$ cat src/rtl/dice_roll_scheduler.sv
// dice_roll_scheduler: round-robin front end that shares one dice roller
// among NUM_REQ requesters. Each grant drives the die code, waits for it to
// settle, strobes a roll, range-checks the sample and retries through a
// roller reset before giving up with an error.
module dice_roll_scheduler #(
  parameter int NUM_REQ    = 4,
  parameter int SETTLE_CYC = 2,
  parameter int MAX_RETRY  = 1
) (
  input  logic                   clock,
  input  logic                   reset,
  input  logic [NUM_REQ-1:0]     req,
  input  logic [3*NUM_REQ-1:0]   req_die,
  output logic [NUM_REQ-1:0]     gnt,
  output logic [NUM_REQ-1:0]     done,
  output logic [4:0]             result,
  output logic                   error,
  output logic                   busy,
  output logic [15:0]            roll_count,
  output logic [2:0]             roller_die,
  output logic                   roller_roll,
  output logic                   roller_reset,
  input  logic [4:0]             roller_result
);

  localparam int IDX_W = (NUM_REQ > 1) ? $clog2(NUM_REQ) : 1;
  localparam int SET_W = $clog2(SETTLE_CYC + 1);
  localparam int RTY_W = $clog2(MAX_RETRY + 1) + 1;

  typedef enum logic [2:0] {
    S_IDLE,
    S_SETUP,
    S_ROLL,
    S_CHECK,
    S_DONE
  } state_t;

  // Number of faces for a die code; zero marks an invalid code.
  function automatic logic [4:0] sides_of(input logic [2:0] code);
    case (code)
      3'b001:  sides_of = 5'd4;
      3'b010:  sides_of = 5'd6;
      3'b011:  sides_of = 5'd8;
      3'b100:  sides_of = 5'd10;
      3'b101:  sides_of = 5'd12;
      3'b110:  sides_of = 5'd20;
      default: sides_of = 5'd0;
    endcase
  endfunction

  state_t             r_state;
  state_t             w_next;
  logic [IDX_W-1:0]   r_ptr;
  logic [IDX_W-1:0]   r_winner;
  logic [2:0]         r_code;
  logic [SET_W-1:0]   r_settle;
  logic [RTY_W-1:0]   r_retry;
  logic               r_err;
  logic [4:0]         r_result;
  logic [15:0]        r_roll_count;
  logic [2:0]         r_roller_die;

  logic               w_found;
  logic [IDX_W-1:0]   w_pick;
  logic [IDX_W:0]     w_cand;
  logic [2:0]         w_pick_code;
  logic [4:0]         w_sides;
  logic               w_in_range;
  logic               w_retry_ok;
  logic               w_settled;
  logic [IDX_W-1:0]   w_ptr_next;

  // Round-robin search: first asserted request at or after the pointer.
  always_comb begin
    w_found = 1'b0;
    w_pick  = '0;
    w_cand  = '0;
    for (int k = 0; k < NUM_REQ; k++) begin
      w_cand = {1'b0, r_ptr} + (IDX_W+1)'(k);
      if (w_cand >= (IDX_W+1)'(NUM_REQ)) w_cand = w_cand - (IDX_W+1)'(NUM_REQ);
      if (!w_found && req[w_cand[IDX_W-1:0]]) begin
        w_found = 1'b1;
        w_pick  = w_cand[IDX_W-1:0];
      end
    end
  end

  assign w_pick_code = req_die[w_pick*3 +: 3];
  assign w_sides     = sides_of(r_code);
  assign w_in_range  = (roller_result != 5'd0) && (roller_result <= w_sides);
  assign w_retry_ok  = r_retry < RTY_W'(MAX_RETRY);
  assign w_settled   = r_settle == SET_W'(SETTLE_CYC - 1);
  assign w_ptr_next  = (r_winner == IDX_W'(NUM_REQ - 1)) ? '0 : r_winner + 1'b1;

  // State register.
  always_ff @(posedge clock or posedge reset) begin
    // NOTE: sequential state uses non-blocking assignments so every flop samples pre-edge values.
    if (reset) r_state <= S_IDLE;
    else       r_state <= w_next;
  end

  // Next-state decode plus the strobes that depend on the current state.
  always_comb begin
    // NOTE: every output gets a default first so no path leaves a latch behind.
    w_next       = r_state;
    roller_reset = 1'b0;
    case (r_state)
      S_IDLE:  if (w_found) w_next = (sides_of(w_pick_code) != 5'd0) ? S_SETUP : S_DONE;
      S_SETUP: if (w_settled) w_next = S_ROLL;
      S_ROLL:  w_next = S_CHECK;
      S_CHECK: begin
        if (w_in_range) begin
          w_next = S_DONE;
        end else if (w_retry_ok) begin
          roller_reset = 1'b1;
          w_next       = S_SETUP;
        end else begin
          w_next = S_DONE;
        end
      end
      S_DONE:  w_next = S_IDLE;
      default: w_next = S_IDLE;
    endcase
  end

  // Transaction datapath: latch the winner, count settle cycles, capture results.
  always_ff @(posedge clock or posedge reset) begin
    if (reset) begin
      r_ptr        <= '0;
      r_winner     <= '0;
      r_code       <= '0;
      r_settle     <= '0;
      r_retry      <= '0;
      r_err        <= 1'b0;
      r_result     <= '0;
      r_roll_count <= '0;
      r_roller_die <= '0;
    end else begin
      case (r_state)
        S_IDLE: begin
          if (w_found) begin
            r_winner <= w_pick;
            r_code   <= w_pick_code;
            r_settle <= '0;
            if (sides_of(w_pick_code) != 5'd0) begin
              r_roller_die <= w_pick_code;
              r_err        <= 1'b0;
            end else begin
              r_err    <= 1'b1;
              r_result <= '0;
            end
          end
        end
        S_SETUP: r_settle <= r_settle + 1'b1;
        S_CHECK: begin
          if (w_in_range) begin
            r_result     <= roller_result;
            r_err        <= 1'b0;
            r_roll_count <= r_roll_count + 16'd1;
          end else if (w_retry_ok) begin
            r_retry  <= r_retry + 1'b1;
            r_settle <= '0;
          end else begin
            r_result <= '0;
            r_err    <= 1'b1;
          end
        end
        S_DONE: begin
          r_retry <= '0;
          r_ptr   <= w_ptr_next;
        end
        default: ;
      endcase
    end
  end

  // Requester-facing and roller-facing outputs decoded from state.
  always_comb begin
    busy        = r_state != S_IDLE;
    gnt         = '0;
    done        = '0;
    if (r_state != S_IDLE) gnt[r_winner] = 1'b1;
    if (r_state == S_DONE) done[r_winner] = 1'b1;
    error       = (r_state == S_DONE) && r_err;
    roller_roll = r_state == S_ROLL;
  end

  assign result     = r_result;
  assign roll_count = r_roll_count;
  assign roller_die = r_roller_die;

endmodule

$ cat config.mk
export PLATFORM = sky130hd
export DESIGN_NAME = dice_roll_scheduler
export DESIGN_NICKNAME = d
export VERILOG_FILES = /design/src/rtl/dice_roll_scheduler.sv
export SDC_FILE = /design/constraint.sdc
export NUM_CORES = 1
export LEC_CHECK = 0
export CAP_MARGIN = 20
export CORE_ASPECT_RATIO = 0.9
export CORE_MARGIN = 2
export CORE_UTILIZATION = 40
export CTS_BUF_LIST = sky130_fd_sc_hd__clkbuf_8
export CTS_CLUSTER_DIAMETER = 100
export CTS_CLUSTER_SIZE = 14
export DETAILED_ROUTE_END_ITERATION = 10
export GPL_TIMING_DRIVEN = 0
export PLACE_DENSITY = 0.72
export SYNTH_ARGS = -nofsm -noshare
export SYNTH_HDL_FRONTEND = slang
export SYNTH_SLANG_ARGS = --single-unit
$ cat constraint.sdc
create_clock -name clock -period 5.3 [get_ports clock]
set_input_delay 1.06 -clock clock [delete_from_list [all_inputs] [get_ports clock]]
set_output_delay 1.06 -clock clock [all_outputs]
set_load 0.005 [all_outputs]
Word-level counts from Yosys, hierarchy flattened
Cells that the tools add are included.
Widths: inputs -> output; s select.

storage, ports and cells
  flip-flop bits (word level) = 39
  output and inout port bits = 36
  logic and storage cells = 138

cells by class
  add/subtract/negate cells = 11
  multipliers = 1
  $lt $le $gt $ge = 12
  eq/ne operators = 24
  shift operators = 1
  mux-type cells = 55
  reduce and logical (&&, ||, !) cells = 24

operators with widths
  cell                   count
  $pmux 5 s6             2
  $mux 5                 6
  $mux 2                 14
  $eq 3x3->1 const B     7
  $eq 3x2->1 const B     6
  $add 16x1->16 const B  1
  $mux 1                 16
  $lt 2x3->1 const B     5
  $mux 3                 5
  $pmux 3 s4             1
  $shiftx 12x5->3        1
  $ne 2x2->1 const B     5
  $pmux 5 s2             1
  $reduce_bool 5->1      2
  $eq 3x1->1 const B     3
  $ge 3x3->1 const B     3
  $reduce_and 3->1       3
  $bmux 1 s2             4
  $mux 4                 2
  $reduce_and 4->1       2
  $sub 2x1->2 const B    4
  $add 2x1->2 const B    3
  $add 2x2->3 const B    2
  $logic_and 1x1->1      6
  18 further kinds       24

Logic depth before layout (Yosys ltp)
Gate-level depths: netlist (run 1).

  word-level depth = 24
  depth in mapped cells = 12
  gate-level depth less buffers = 12

Worst setup path before layout (run 1)
OpenSTA, ideal clock, no wires.

  kind = in2out
  start point = in roller_result[2]
  end point = out roller_reset
  data arrival time = 2.437 ns
  data required time = 4.240 ns
  path slack = 1.803 ns
  cell stages on the path = 8
  buffers on the path = 0
  cell sequence = ha_1 nor2b_1 o21a_1 o21ai_1 a22oi_1 o21ai_1 or2_1 inv_2

between the ends
  longest elaborated chain between the ends = 4
  elaborated cells on any way between the ends = 5

RTL lines
  element                                                 RTL line  source
  start: declaration                                      23        input logic [4:0] roller_result
  $le 5x5->1 / $reduce_bool 5->1 (equally long branches)  90        assign w_in_range = (roller_result != 5'd0) && (roller_result <= w_sides);
  $logic_and 1x1->1 *                                     90
  $mux 1 *                                                112       if (w_in_range) begin
  $mux 1 *                                                107       case (r_state)
  end: declaration                                        22        output logic roller_reset,

Mark *: on every way between the ends. The rest lies on a longest branch, timed or not.

Worst setup path after layout (run 1)
Same ends and word-level chain as after synthesis.

==> results.yml, run 1 <==
cells_and_area:
  finalNonFillerCells: 364
  layout-drive-gt1-share_pct: 7.071
  design_area_um2: 3050
  seq_area_um2: 975.9
  utilization_pct: 57.03
  diodes: 0
  area_delta_synth_final_pct: 35.37
  nets: 330
  multi_input_area_um2: 1191
  n_fill_cell: 472
pwr:
  p_int_uw: 882.2
  netSwitchingFraction_pct: 36.14
  powerDensity_nw_per_um2: 452.9
  leakage_nw: 1.381
  ir_drop_uv: 263.6
  p_seq_share_pct: 32.5
  total_power_mw: 1.382
  combinationalPowerShare_pct: 46.5
  switching_power_uw: 499.3
  clkPwrFrac_pct: 20.9
synthesis:
  synth_top_area_cell: "dfrtp_1"
  syn_nets: 265
  synthArstFlopShare_pct: 100.0
  yosysSeqAreaShare_pct: 43.31
  ys_ff_latch: 39
  yosysMostFrequentCell: "dfrtp_1"
  synth_xor_area_share_pct: 6.219
  syn_inst: 231
  synth_edf_count: 0
  yosysWarnings: 0
  synth_top_family_by_area: "simple AND/OR/NAND/NOR gates"
  synth_commonest_cells: "39 x dfrtp_1, 20 x nand2_1, 17 x inv_1"
  synth.cell_area_um2: 2253
  synth_fa_ha_area_share_pct: 6.108
  postSynthAreaPerCell_um2: 9.755
  yosys-top-cells-area: "dfrtp_1 43%, ha_1 6.1%, xnor2_1 3.5%"
  post_synth_and_or_nand_nor_area_fraction_pct: 20.88
  synth.distinct_cells: 46
  synthMuxAreaShare_pct: 5.275
  dominantRegCellSynth: "dfrtp_1"
  synth_compound_area_share_pct: 14.38
  yosys.area.top_type_share_pct: 43.31
floorplanning:
  die_h_um: 75.21
  start_util_pct: 42.13
  core_area_um2: 5349
  die-area_um2: 6251
  die_w_um: 83.12
  rows: 25
  ios: 59
clocking:
  root_buffer: "clkbuf_8"
  cts_max_path_buffers: 2
  ctsHoldBuffers: 0
  cts_num_sinks: 39
  clk_pin_slew_worst_paths_ps: 70
  cts_resized: 0
  cts_tree: "yes"
  postCtsSetupRepairBufs: 0
  clock_latency_ps: 290
  cts_htree_levels: 2
  cts_made_buffers: 5
timing:
  fmax_mhz: 213.2
  slew_headroom_pct: 45.41
  hold_viol_final: 0
  finalCriticalPeriod_ps: 4690
  tightest_slew_ps: 817.6
  clock_skew_ps: 3.144
  grt_setup_unrepaired: "no"
  setup_viol: 0
  tns_ps: 0
  slew_violations: 0
  period_share_pct: 88.49
worst_setup_path:
  worst-path-max-fanout: 4
  endpoint_kind: "output port"
  crit_path_start_kind: "input port"
  worst-setup-path-type: "input port to output port"
  slowest_stage: "clkdlybuf4s50_1"
  required_ps: 4240
  critPathArrivalTime_ps: 3630
  crit_path_max_incr_delay_ps: 500
  crit_chain: "clkdlybuf4s50_1 > ha_1 > nor2b_1 > o21a_1 > o21ai_1 > a22oi_1 > o21ai_1 > or2_1 > inv_2 > clkdlybuf4s50_1"
drt:
  ant_nets: 0
  wirelength_um: 5058
  vias: 1859
  vias_per_cell: 5.107
  first_pass_iters: 4
  drtIter0Drc: 140
  wire_per_inst_um: 13.90
  drc_errors: 0
job:
  drv_cap: 0
global_routing:
  overflow: 0
  grt_max_degree: 40
  globalRouteTotalUtil_pct: 17.46
  grt_pass1_vias: 1891
  grt_pass1_wl_um: 8756
  antenna_found_initial: 0
placement:
  io_buffers: 58
  place_area_um2: 2918
  dpl.cell_count: 356
  globalplace.congestion: 0.7997
  dpl.hpwl_um: 3805
min_path:
  min_path_type: "flop to flop"
outcome:
  status: "completed"
[worst paths after layout]
path                                       start        endpoint  slack [ps]  cells after the start
worst max-delay path            roller_result[2]    roller_reset         610                     10
worst min-delay path              roll_count[15]  roll_count[15]         470                      1
worst max register to register         r_code[1]  roll_count[15]        2460                     10
worst min register to register    roll_count[15]  roll_count[15]         470                      1
max in group asynchronous                  reset     r_winner[0]        3540                      2
min in group asynchronous                  reset  roll_count[13]        1250                      2
[kinds of logic (layout without fill, tap and decap cells)]
family                     Yosys count  after routing
DFF                                 39             39
AOI/OAI and AO/OA                   48             48
xor gates and xnor gates            16             16
muxes                               11             11
and+or+nand+nor                     83             83
buffers and inverters               23             89
adders and majority gates           11             11
[final cells by class]
cell class	instances	area share, %
Buffer	4	0.4922
Timing Repair Buffer	58	19.03
Inverter	19	2.338
Clock inverter	3	2.092
Multi-Input combinational cell	169	39.05
Tap cell	67	2.748
Sequential cell	39	31.99
Clock buffer	5	2.256
[registers in the layout, summed over array words and instances (netlist names)]
register	cells
r_code	3
r_err	1
r_ptr	2
r_retry	2
r_settle	2
r_state	3
r_winner	2
result	5
roll_count	16
roller_die	3
[through the flow]
stage               setup slack [ps]  hold WS (ps)
finish                         609.8         472.9
global route                   429.0         518.3
CTS                            605.5         473.1
detailed placement             629.5         462.9
global placement               655.5         454.1
floorplan                       1803         448.0
[placed cells by master, fill, tap and decap left out, drive strengths merged, types with 2 or more instances in the layout]
cell	n
clkdlybuf4s50	58
dfrtp	39
nand2	20
inv	20
o21ai	17
nor2	14
a21oi	11
ha	11
nor2b	10
xnor2	9
clkbuf	9
xor2	7
and3	7
mux2i	7
nand4	6
nor3	6
nand3	5
a22o	5
nand2b	4
mux2	4
nor4	3
o31ai	3
and2	2
a211oi	2
nand3b	2
a21boi	2
bufinv	2
[worst max-delay path, delay by kind of cell]
family / cells / cell delay (ps)
buffers and inverters: 3 / 1070
and+or+nand+nor: 2 / 470
AOI/OAI and AO/OA: 4 / 700
adders and majority gates: 1 / 320
[power by group through the flow]
stage	combinational, mW	clock, mW	sequential (mW)
floorplan	0.421	0	0.439
global placement	0.623	0	0.451
detailed placement	0.644	0	0.455
CTS	0.649	0.294	0.450
global route	0.731	0.312	0.463
finish	0.643	0.289	0.450
[per-layer routing]
layer | global-route usage (%) | vias to the layer above | wire length, um
met5 | 0 | - | 0
met4 | 3.825 | 0 | 49
met3 | 4.934 | 7 | 240
met2 | 28.67 | 41 | 2211
met1 | 23.48 | 875 | 2556
li1 | - | 936 | -
(Power assumes the default switching activity.)
==> inputs of run 2 (changes only) <==
Settings changed: HOLD_SLACK_MARGIN from default to 0.02.
==> results of run 2 <==
The final DEF is identical to that of run 1; final timing and power are the same.
==> inputs of run 3 (changes only) <==
Settings changed: CAP_MARGIN 20 to 10, GPL_TIMING_DRIVEN 0 to 1.
==> run 3 against run 2 <==
Maximum frequency increased by 1.3%. Routed wire length decreased by 6.2%. Largest power group unchanged. Largest cell class unchanged. Register-to-register slack improved by 40 ps.
==> results.yml, run 3 (synthesis gave the netlist of run 1 again) <==
global_routing:
  grt_pass1_vias: 1752
  overflow: 0
  grt_max_degree: 40
  globalRouteTotalUtil_pct: 16.33
  antenna_found_initial: 0
  grt_pass1_wl_um: 8224
timing:
  grt_setup_unrepaired: "no"
  tns_ps: 0
  tightest_slew_ps: 596.5
  hold_viol_final: 0
  finalCriticalPeriod_ps: 4628
  slew_violations: 0
  clock_skew_ps: 7.815
  setup_viol: 0
  slew_headroom_pct: 60.08
  fmax_mhz: 216.1
  period_share_pct: 87.32
clocking:
  cts_tree: "yes"
  root_buffer: "clkbuf_8"
  clock_latency_ps: 280
  cts_made_buffers: 5
  clk_pin_slew_worst_paths_ps: 80
  cts_num_sinks: 39
  cts_resized: 0
  cts_htree_levels: 2
  ctsHoldBuffers: 0
  postCtsSetupRepairBufs: 0
  cts_max_path_buffers: 2
cells_and_area:
  diodes: 0
  layout_commonest_cell: "clkdlybuf4s50_1"
  finalNonFillerCells: 361
  n_fill_cell: 477
  nets: 327
  multi_input_area_um2: 1191
  largest_reg_flops: 16
  layout-drive-gt1-share_pct: 7.483
  area_delta_synth_final_pct: 34.15
  seq_area_um2: 975.9
  final_cell_mix: "58 x clkdlybuf4s50_1, 39 x dfrtp_1, 20 x nand2_1"
drt:
  first_pass_iters: 4
  vias_per_cell: 5.019
  ant_nets: 0
  wire_per_inst_um: 13.15
  drc_errors: 0
  wirelength_um: 4746
  drtIter0Drc: 67
  vias: 1812
worst_setup_path:
  endpoint_kind: "output port"
  critPathArrivalTime_ps: 3570
  crit_chain: "clkdlybuf4s50_1 > ha_1 > nor2b_1 > o21a_1 > o21ai_1 > a22oi_1 > o21ai_1 > or2_1 > inv_2 > clkdlybuf4s50_1"
  regToRegStartpoint: "r_code[0]"
  worstSetupStartpoint: "roller_result[2]"
  crit_path_max_incr_delay_ps: 510
  worst-path-max-fanout: 4
  worst-setup-path-type: "input port to output port"
  required_ps: 4240
  slowest_stage: "clkdlybuf4s50_1"
  crit_path_start_kind: "input port"
placement:
  dpl.hpwl_um: 3557
  dpl.cell_count: 353
  globalplace.congestion: 0.8288
  io_buffers: 58
min_path:
  hold_start: "roll_count[15]"
  min_path_type: "flop to flop"
floorplanning:
  ios: 59
  core_area_um2: 5349
  start_util_pct: 42.13
  rows: 25
  die-area_um2: 6251
  die_w_um: 83.12
  die_h_um: 75.21
pwr:
  leakage_nw: 1.371
  total_power_mw: 1.316
  powerDensity_nw_per_um2: 435.3
  ir_drop_uv: 235.4
job:
  drv_cap: 0
outcome:
  status: "completed"
-- run 3: routing by layer --
| metal | track usage (%) | wire length [um] |
|---|---|---|
| met1 | 23.15 | 2422 |
| met2 | 25.90 | 2096 |
| met3 | 4.386 | 207 |
| met4 | 2.732 | 19 |
| met5 | 0 | 0 |
-- run 3: final cells by class --
type,count,share of cell area [%]
clock inverters,3,1.449
inverters,19,2.359
repair buffers,59,19.45
well taps,67,2.773
clock buffers,5,2.276
multi-input cells,169,39.40
flip-flops and latches,39,32.28
-- run 3: power by group --
group | internal, mW | leakage [nW] | switching [mW]
clock network | 0.140 | 0.0581 | 0.104
registers | 0.377 | 0.501 | 0.0889
logic | 0.312 | 0.811 | 0.294
-- run 3: metrics by stage --
step	instance area [um2]	utilization [%]	setup WS, ps	hold slack [ps]
6_report	3023	56.51	671.9	472.0
5_1_grt	3023	56.51	446.1	501.5
3_5_place_dp	2910	54.41	660.3	468.9
3_3_place_gp	2910	54.41	702.7	454.5
4_1_cts	3023	56.51	648.8	480.5
2_1_floorplan	2253	-	1803	448.0
-- run 3: critical path, delay by kind of cell --
family	cells	cell delay, ps
buf+inv	3	1060
compound gates	4	690
simple gates	2	450
fa+ha+maj	1	300
-- run 3: path summary, 6_finish.rpt --
| kind | end | slack, ps | depth (start not counted) |
|---|---|---|---|
| hold / removal | roll_count[15] | 470 | 1 |
| hold reg to reg | roll_count[15] | 470 | 1 |
| max in group asynchronous | r_ptr[1] | 3760 | 3 |
| setup reg to reg | roll_count[15] | 2500 | 10 |
| min in group asynchronous | roll_count[13] | 1190 | 3 |
| setup / recovery | roller_reset | 670 | 10 |
